--- config.mk ---
export PLATFORM = sky130hd
export DESIGN_NAME = idecode_q
export DESIGN_NICKNAME = d
export VERILOG_FILES = /design/src/rtl/idecode_q.sv
export SDC_FILE = /design/constraint.sdc
export NUM_CORES = 1
export LEC_CHECK = 0
export CELL_PAD_IN_SITES_DETAIL_PLACEMENT = 1
export CELL_PAD_IN_SITES_GLOBAL_PLACEMENT = 1
export CORE_AREA = 5 5 178 180
export CTS_CLUSTER_DIAMETER = 200
export DETAILED_ROUTE_END_ITERATION = 8
export DIE_AREA = 0 0 183 185
export PLACE_DENSITY = 0.81
export SYNTH_ARGS = -nofsm -noshare
export SYNTH_HDL_FRONTEND = slang
export SYNTH_SLANG_ARGS = --single-unit
--- constraint.sdc ---
create_clock -name clk -period 5.2 [get_ports clk]
set_clock_uncertainty 0.1 [all_clocks]
set_input_delay 1.04 -clock clk [delete_from_list [all_inputs] [get_ports clk]]
set_output_delay 1.04 -clock clk [all_outputs]
set_load 0.05 [all_outputs]
--- src/rtl/idecode_q.sv ---
`default_nettype none
// ============================================================================
//  Module   : idecode_q
//  Brief    : Instruction queue + decode/issue stage with register-file
//             reservation check. Optional fetch bypass via IDQ_BYPASS_EN.
//  Revision : 1.0  initial release
// ============================================================================
module idecode_q #(
   parameter int WORD  = 32,
   parameter int ADDR  = 32,
   parameter int W_OPC = 6,
   parameter int W_RD  = 5,
   parameter int DEPTH = 4,
   parameter logic [(2**W_OPC)-1:0] WB_MASK = '1
) (
   input  logic                     clk,
   input  logic                     rst,
   input  logic                     v_i,
   input  logic [WORD-1:0]          inst_i,
   input  logic [ADDR-1:0]          addr_i,
   output logic                     stall_o,
   input  logic                     flush_i,
   input  logic                     stall_i,
   output logic                     v_o,
   output logic [WORD-1:0]          src_o,
   output logic [WORD-1:0]          dest_o,
   output logic [W_OPC-1:0]         opc_o,
   output logic                     wb_o,
   output logic [W_RD-1:0]          wb_rd_name_o,
   output logic [ADDR-1:0]          addr_o,
   output logic [$clog2(DEPTH):0]   count_o,
   output logic [W_RD-1:0]          rf_rd_name_o,
   output logic [W_RD-1:0]          rf_rs_name_o,
   input  logic [WORD-1:0]          rf_rd_data_i,
   input  logic [WORD-1:0]          rf_rs_data_i,
   input  logic                     rf_rd_rsv_i,
   input  logic                     rf_rs_rsv_i,
   output logic                     rf_reserve_o
);
   localparam int c_W_IMM = WORD - W_OPC - 1 - 2*W_RD;
   localparam int c_PTR   = $clog2(DEPTH);
   localparam logic [c_PTR:0]   c_FULL    = (c_PTR+1)'(DEPTH);
   localparam logic [c_PTR:0]   c_CNT_ONE = (c_PTR+1)'(1);
   localparam logic [c_PTR-1:0] c_PTR_ONE = c_PTR'(1);

   logic [WORD-1:0]  r_inst [DEPTH];
   logic [ADDR-1:0]  r_addr [DEPTH];
   logic [c_PTR-1:0] r_wr_ptr, r_rd_ptr;
   logic [c_PTR:0]   r_count;

   logic             r_v;
   logic [WORD-1:0]  r_src, r_dest;
   logic [W_OPC-1:0] r_opc;
   logic             r_wb;
   logic [W_RD-1:0]  r_wb_rd;
   logic [ADDR-1:0]  r_addr_out;

   logic             w_empty, w_full, w_bypass;
   logic             w_cand_v, w_hazard, w_issue, w_push, w_pop;
   logic [WORD-1:0]  w_cand_inst;
   logic [ADDR-1:0]  w_cand_addr;
   logic [W_OPC-1:0] w_opc;
   logic             w_immf;
   logic [W_RD-1:0]  w_rd, w_rs;
   logic [c_W_IMM-1:0] w_imm;
   logic [WORD-1:0]  w_imm_sx;

   assign w_empty = (r_count == '0);
   assign w_full  = (r_count == c_FULL);

`ifdef IDQ_BYPASS_EN
   // An empty queue lets the fetched word act as the candidate directly.
   assign w_bypass = w_empty;
`else
   assign w_bypass = 1'b0;
`endif

   assign w_cand_v    = w_bypass ? v_i    : ~w_empty;
   assign w_cand_inst = w_bypass ? inst_i : r_inst[r_rd_ptr];
   assign w_cand_addr = w_bypass ? addr_i : r_addr[r_rd_ptr];

   assign w_opc    = w_cand_inst[WORD-1 -: W_OPC];
   assign w_immf   = w_cand_inst[WORD-1-W_OPC];
   assign w_rd     = w_cand_inst[WORD-2-W_OPC -: W_RD];
   assign w_rs     = w_cand_inst[WORD-2-W_OPC-W_RD -: W_RD];
   assign w_imm    = w_cand_inst[c_W_IMM-1:0];
   assign w_imm_sx = {{(WORD-c_W_IMM){w_imm[c_W_IMM-1]}}, w_imm};

   assign w_hazard = rf_rd_rsv_i | (~w_immf & rf_rs_rsv_i);
   assign w_issue  = w_cand_v & ~w_hazard & ~stall_i & ~flush_i;
   assign w_pop    = w_issue & ~w_bypass;
   // A bypassed word that issues is consumed without touching the queue.
   assign w_push   = v_i & ~w_full & ~flush_i & ~(w_bypass & w_issue);

   assign stall_o      = v_i & w_full;
   assign rf_rd_name_o = w_rd;
   assign rf_rs_name_o = w_rs;
   assign rf_reserve_o = w_issue & WB_MASK[w_opc];

   always_ff @(posedge clk) begin
      if (w_push) begin
         r_inst[r_wr_ptr] <= inst_i;
         r_addr[r_wr_ptr] <= addr_i;
      end
   end

   always_ff @(posedge clk or negedge rst) begin
      if (!rst) begin
         r_wr_ptr <= '0;
         r_rd_ptr <= '0;
         r_count  <= '0;
      end else if (flush_i) begin
         r_wr_ptr <= '0;
         r_rd_ptr <= '0;
         r_count  <= '0;
      end else begin
         if (w_push) r_wr_ptr <= r_wr_ptr + c_PTR_ONE;
         if (w_pop)  r_rd_ptr <= r_rd_ptr + c_PTR_ONE;
         case ({w_push, w_pop})
            2'b10:   r_count <= r_count + c_CNT_ONE;
            2'b01:   r_count <= r_count - c_CNT_ONE;
            default: r_count <= r_count;
         endcase
      end
   end

   always_ff @(posedge clk or negedge rst) begin
      if (!rst) begin
         r_v        <= 1'b0;
         r_src      <= '0;
         r_dest     <= '0;
         r_opc      <= '0;
         r_wb       <= 1'b0;
         r_wb_rd    <= '0;
         r_addr_out <= '0;
      end else if (flush_i) begin
         r_v <= 1'b0;
      end else if (!stall_i) begin
         r_v        <= w_issue;
         r_src      <= w_immf ? w_imm_sx : rf_rs_data_i;
         r_dest     <= rf_rd_data_i;
         r_opc      <= w_opc;
         r_wb       <= WB_MASK[w_opc];
         r_wb_rd    <= w_rd;
         r_addr_out <= w_cand_addr;
      end
   end

   assign v_o          = r_v;
   assign src_o        = r_src;
   assign dest_o       = r_dest;
   assign opc_o        = r_opc;
   assign wb_o         = r_wb;
   assign wb_rd_name_o = r_wb_rd;
   assign addr_o       = r_addr_out;
   assign count_o      = r_count;

endmodule
`default_nettype wire

======== Yosys cells after proc, flatten, opt, wreduce, memory -nomap -nowiden ========
Memory sizes are Yosys's and may differ from the RTL's. A register that Yosys moved wholly into a read port is not among the register bits.
Cells that the tools add are included.
cells by class
  $add $sub $neg .......................... 4
  multipliers ............................. 0
  div/mod/pow operators ................... 0
  magnitude comparators ................... 1
  eq/ne operators ......................... 4
  shifts and indexed selects .............. 0
  mux-type cells .......................... 12
  bitwise operators ....................... 15
  reduce and logical (&&, ||, !) cells .... 6
operators by type and width
  cell                                                                           count
  32-bit two-way mux                                                             1
  1-bit bitwise AND                                                              8
  2-bit two-way mux                                                              4
  6-bit by 7-bit less-than comparator with 1-bit output (second input constant)  1
  1-bit NOT                                                                      6
  3-bit one-hot mux with 2 select lines                                          1
  1-bit two-way mux                                                              5
  2-bit by 1-bit adder with 2-bit output (second input constant)                 2
  2-bit nonzero test                                                             2
  3-bit by 1-bit adder with 3-bit output (second input constant)                 1
  3-bit equality test (second input constant)                                    1
  3-bit zero test                                                                1
  3-bit two-way mux                                                              1
  3-bit nonzero test                                                             1
  3-bit by 1-bit subtractor with 3-bit output (second input constant)            1
  2-bit by 1-bit equality test with 1-bit output (second input constant)         1
  2-bit equality test (second input constant)                                    1
  2-bit inequality test (second input constant)                                  1
  2-bit AND reduction                                                            1
  1-bit zero test                                                                1
  1-bit bitwise OR                                                               1
word-level totals
  flip-flop bits (word level) ............. 84
  bits in latches ......................... 0
  RAM bits ................................ 256
  ROM bits ................................ 64
  output and inout port bits .............. 124
  memories ................................ 3
memories
  name             depth  bits a word  read ports  clocked after memory_dff  wr ports  RTL line  source
  r_addr           4      32           1           1                         1         47        logic [ADDR-1:0] r_addr [DEPTH];
  r_inst           4      32           1           0                         1         46        logic [WORD-1:0] r_inst [DEPTH];
  (no name shown)  64     1            1           0                         0         143       r_wb <= WB_MASK[w_opc];

======== Logic depth before layout (Yosys ltp) ========
An unclocked memory read counts as a cell.
  word-level depth ........................ 11
  mapped depth ............................ 12
  mapped depth without buffers ............ 9

======== Least setup slack after synthesis ========
Ideal clock, no wire load.
  path kind ............................... input -> register
  from .................................... input port v_i
  to ...................................... memory r_addr[0][0], enable pin
  library setup time ...................... 0.429 ns
  data arrival time ....................... 3.027 ns
  data required time ...................... 4.671 ns
  setup slack ............................. 1.643 ns
  cell stages on the path ................. 3
  path buffers ............................ 1
  cells stage by stage .................... and2_4 clkbuf_1 and3_1
between the ends
  longest elaborated chain between the ends .. 4
ends and longest elaborated chain
  item                                     RTL line  source
  start: declaration                       18        input logic v_i,
  1-bit bitwise AND (2 in series)          93        assign w_push = v_i & ~w_full & ~flush_i & ~(w_bypass & w_issue);
  1-bit two-way mux                        101       if (w_push) begin
  1-bit two-way mux (implied by the code)  103       r_addr[r_wr_ptr] <= addr_i;
  end: declaration                         47
Every way passes these cells.

======== Final worst setup path ========
  from .................................... input port stall_i
  to ...................................... output port rf_reserve_o
between the ends
  longest elaborated chain between the ends .. 4
ends and longest elaborated chain
  item                             RTL line  source
  start: declaration               23        input logic stall_i,
  1-bit NOT (no line)              --
  1-bit bitwise AND (2 in series)  90        assign w_issue = w_cand_v & ~w_hazard & ~stall_i & ~flush_i;
  1-bit bitwise AND                98        assign rf_reserve_o = w_issue & WB_MASK[w_opc];
  end: declaration                 38        output logic rf_reserve_o
Every way passes these cells.

==> flow_metrics.env <==
export IMPL_grt_start_max_net_pins=141
export IMPL_synth_top_family_by_area="multiplexers"
export IMPL_cts_buffers=38
export IMPL_via_count=7529
export IMPL_finalWorstSetupSlack_ns=0.723
export IMPL_die_w_microns=183
export IMPL_path_cells="clkdlybuf4s50_1 > nor2_1 > o221ai_2 > or2_1 > nor2_1 > clkdlybuf4s50_1"
export IMPL_cts_clk_slew_worst_paths_ns=0.05
export IMPL_synth_compound_area_frac=0.0208
export IMPL_critPathArrivalTime_ns=3.34
export IMPL_grt_pass1_vias=8472
export IMPL_critPathSlowestCell="clkdlybuf4s50_1"
export IMPL_top_level_ports=259
export IMPL_synth_area_leaders="edfxtp_1 54%, dfrtp_1 21%, mux4_2 10%, mux2_2 6.1%, mux2i_1 1.1%"
export IMPL_startpoint_type="primary input"
export IMPL_drive_gt1_frac=0.212
export IMPL_synth_top_area_frac=0.543
export IMPL_outcome="complete, no violations"
export IMPL_overflow=0
export IMPL_final_cell_mix="257 x clkdlybuf4s50_1, 256 x edfxtp_1, 114 x dfrtp_1, 77 x mux2_2, 63 x mux4_2"
export IMPL_routed_wl_microns=32300
export IMPL_via_per_inst=5.35
export IMPL_antenna_found_initial=3
export IMPL_ys_types=40
export IMPL_synthMuxAreaShare=0.174
export IMPL_hold_viol=0
export IMPL_core_area_sq_mm=0.0300
export IMPL_cp_top_family="buffers and inverters"
export IMPL_seq_area_frac_synth=0.748
export IMPL_async_reset_ff_frac=0.312
export IMPL_start_util=0.471
export IMPL_dr_pass1_iters=4
export IMPL_final_util=0.609
export IMPL_yosys_warnings=0
export IMPL_tightest_slew_ns=1.05
export IMPL_yosysTopAreaCell="edfxtp_1"
export IMPL_synth_cells=724
export IMPL_yosys_area_share_adder=0.00495
export IMPL_path_buf_inv=2
export IMPL_drtIter0Drc=312
export IMPL_end_kind="output port"
export IMPL_ys_seq_elements=372
export IMPL_crit_type="primary input to output port"
export IMPL_cts_resized=0
export IMPL_num_rows=64
export IMPL_cts_tree="yes"
export IMPL_nets=1122
export IMPL_grt_usage=0.191
export IMPL_finalCritPeriodShare=0.861
export IMPL_post_place_ws_ns=0.747
export IMPL_fillCellCount=2637
export IMPL_cts_sinks=372
export IMPL_synth_xor_area_frac=0.000619
export IMPL_crit_fanout=14
export IMPL_drcViolationCount=0
export IMPL_setup_viol=0
export IMPL_clk_latency_ns=0.52
export IMPL_power_density_mw_per_mm2=418
export IMPL_grt_pass1_wl_microns=50100
export IMPL_synth_nets=864
export IMPL_synth_simple_gate_area_frac=0.0289
export IMPL_synthToLayoutAreaGrowth_pct=29.2
export IMPL_rsz0062_at_grt="false"
export IMPL_max_freq_mhz=223
export IMPL_postCtsSetupBuffers=0
export IMPL_gp_congestion=0.770
export IMPL_portBuffers=258
export IMPL_dp_hpwl_microns=20500
export IMPL_cts_hold_buf=0
export IMPL_h_tree_depth=2
export IMPL_syn_area_per_cell_sq_um=19.5
export IMPL_power_leakage_nw=6.32
export IMPL_diodes=0
export IMPL_hold_path_class="register to register"
export IMPL_crit_path_max_incr_delay_ns=0.82
export IMPL_ant_nets=0
export IMPL_final_common_cell="clkdlybuf4s50_1"
export IMPL_routedWlPerCell_microns=23.0
export IMPL_slew_viol_final=0
export IMPL_syn_cell_area_sq_mm=0.0141
export IMPL_die_area_sq_mm=0.0339
export IMPL_peakVddDrop_v=0.000286
export IMPL_clk_path_buf_depth=3
export IMPL_fp_dieH_microns=185
export IMPL_regArea_sq_mm=0.0106
export IMPL_max_cap_viol_count=0
export IMPL_multiInputGateArea_sq_mm=0.00327
export IMPL_worstPathRequired_ns=4.06
export IMPL_final_setup_tns_ns=0
export IMPL_ys_flop_type="edfxtp_1"
export IMPL_clockRootBuffer="clkbuf_16"
export IMPL_relSlewSlack=0.297
export IMPL_fin_crit_ns=4.48
export IMPL_synth_edf_count=256
export IMPL_hold_worst_slack_ns=0.362
[power by group]
part	switching, mW	internal, mW
Sequential	0.118	3.39
Combinational	0.881	0.545
Clock	1.09	1.62
Total	2.08	5.56
[worst paths after layout]
| check | start | slack, ns | to | cells past startpoint |
|---|---|---|---|---|
| hold reg to reg | wb_o$_DFFE_PN0P_ | 0.36 | wb_o$_DFFE_PN0P_ | 1 |
| hold / removal | wb_o$_DFFE_PN0P_ | 0.36 | wb_o$_DFFE_PN0P_ | 1 |
| max in group asynchronous | rst | 3.50 | addr_o[25]$_DFFE_PN0P_ | 2 |
| setup / recovery | stall_i | 0.72 | rf_reserve_o | 6 |
| setup reg to reg | r_rd_ptr[1]$_DFFE_PN0P_ | 1.64 | count_o[2]$_DFFE_PN0P_ | 8 |
| min in group asynchronous | rst | 0.51 | addr_o[10]$_DFFE_PN0P_ | 1 |
[worst reg2reg max path, delay by kind of cell (launching register included)]
| family | cells | cell delay [ns] |
|---|---|---|
| AOI/OAI and AO/OA | 3 | 0.82 |
| and+or+nand+nor | 3 | 0.87 |
| adders and majority gates | 1 | 0.49 |
| muxes | 1 | 0.46 |
| DFF | 1 | 0.75 |
[cell families (layout without fill, tap and decap cells)]
group	count (synthesis)	in the layout
AO/OA/AOI/OAI	48	48
XOR/XNOR	1	1
adder cells (fa/ha/maj)	5	5
buffers and inverters	53	341
flip-flops	372	372
multiplexers	156	156
AND/OR/NAND/NOR	89	89
[registers in the layout, indices dropped and copies added, names as in the netlist]
| name | cells |
|---|---|
| wb_o | 1 |
| r_inst | 128 |
| src_o | 32 |
| r_addr | 128 |
| opc_o | 6 |
| dest_o | 32 |
| v_o | 1 |
| r_rd_ptr | 2 |
| count_o | 3 |
| r_wr_ptr | 2 |
| addr_o | 32 |
| wb_rd_name_o | 5 |
[through the flow]
step                      instances  instance area, sq um  total power [mW]
after floorplan                 724                 14100              4.44
after global placement         1338                 17000              4.97
after detailed placement       1338                 17000              5.01
after CTS                      1408                 18300              7.74
after global routing           1408                 18300              7.96
final                          1408                 18300              7.64
[final cells by class]
cell class / instances / share of cell area
flip-flops and latches: 372 / 0.580
multi-input cells: 299 / 0.179
repair buffers: 267 / 0.146
clock buffers: 55 / 0.0577
well taps: 396 / 0.0271
clock inverters: 15 / 0.0104
inverters: 4 / 0.000821
[cells in the mapped netlist (all sizes together), types with 2 or more instances]
master / instances
and3: 5
nand4b: 2
or4: 3
mux4: 63
clkbuf: 11
or2: 2
buf: 38
nand2b: 2
nor2: 38
dfrtp: 116
edfxtp: 256
a21oi: 18
o211ai: 2
nor3: 2
nand4: 4
mux2: 77
o21ai: 2
ha: 4
mux2i: 16
a31oi: 19
o22ai: 2
nand2: 27
inv: 3
[routing by layer]
| layer | up-vias | global-route usage | part of all wire |
|---|---|---|---|
| li1 | 3357 | - | - |
| met2 | 254 | 0.333 | 0.50 |
| met4 | 6 | 0.0393 | 0.017 |
| met5 | - | 0 | 0.0011 |
| met1 | 3864 | 0.239 | 0.40 |
| met3 | 48 | 0.0593 | 0.084 |
(Power assumes the default switching activity.)
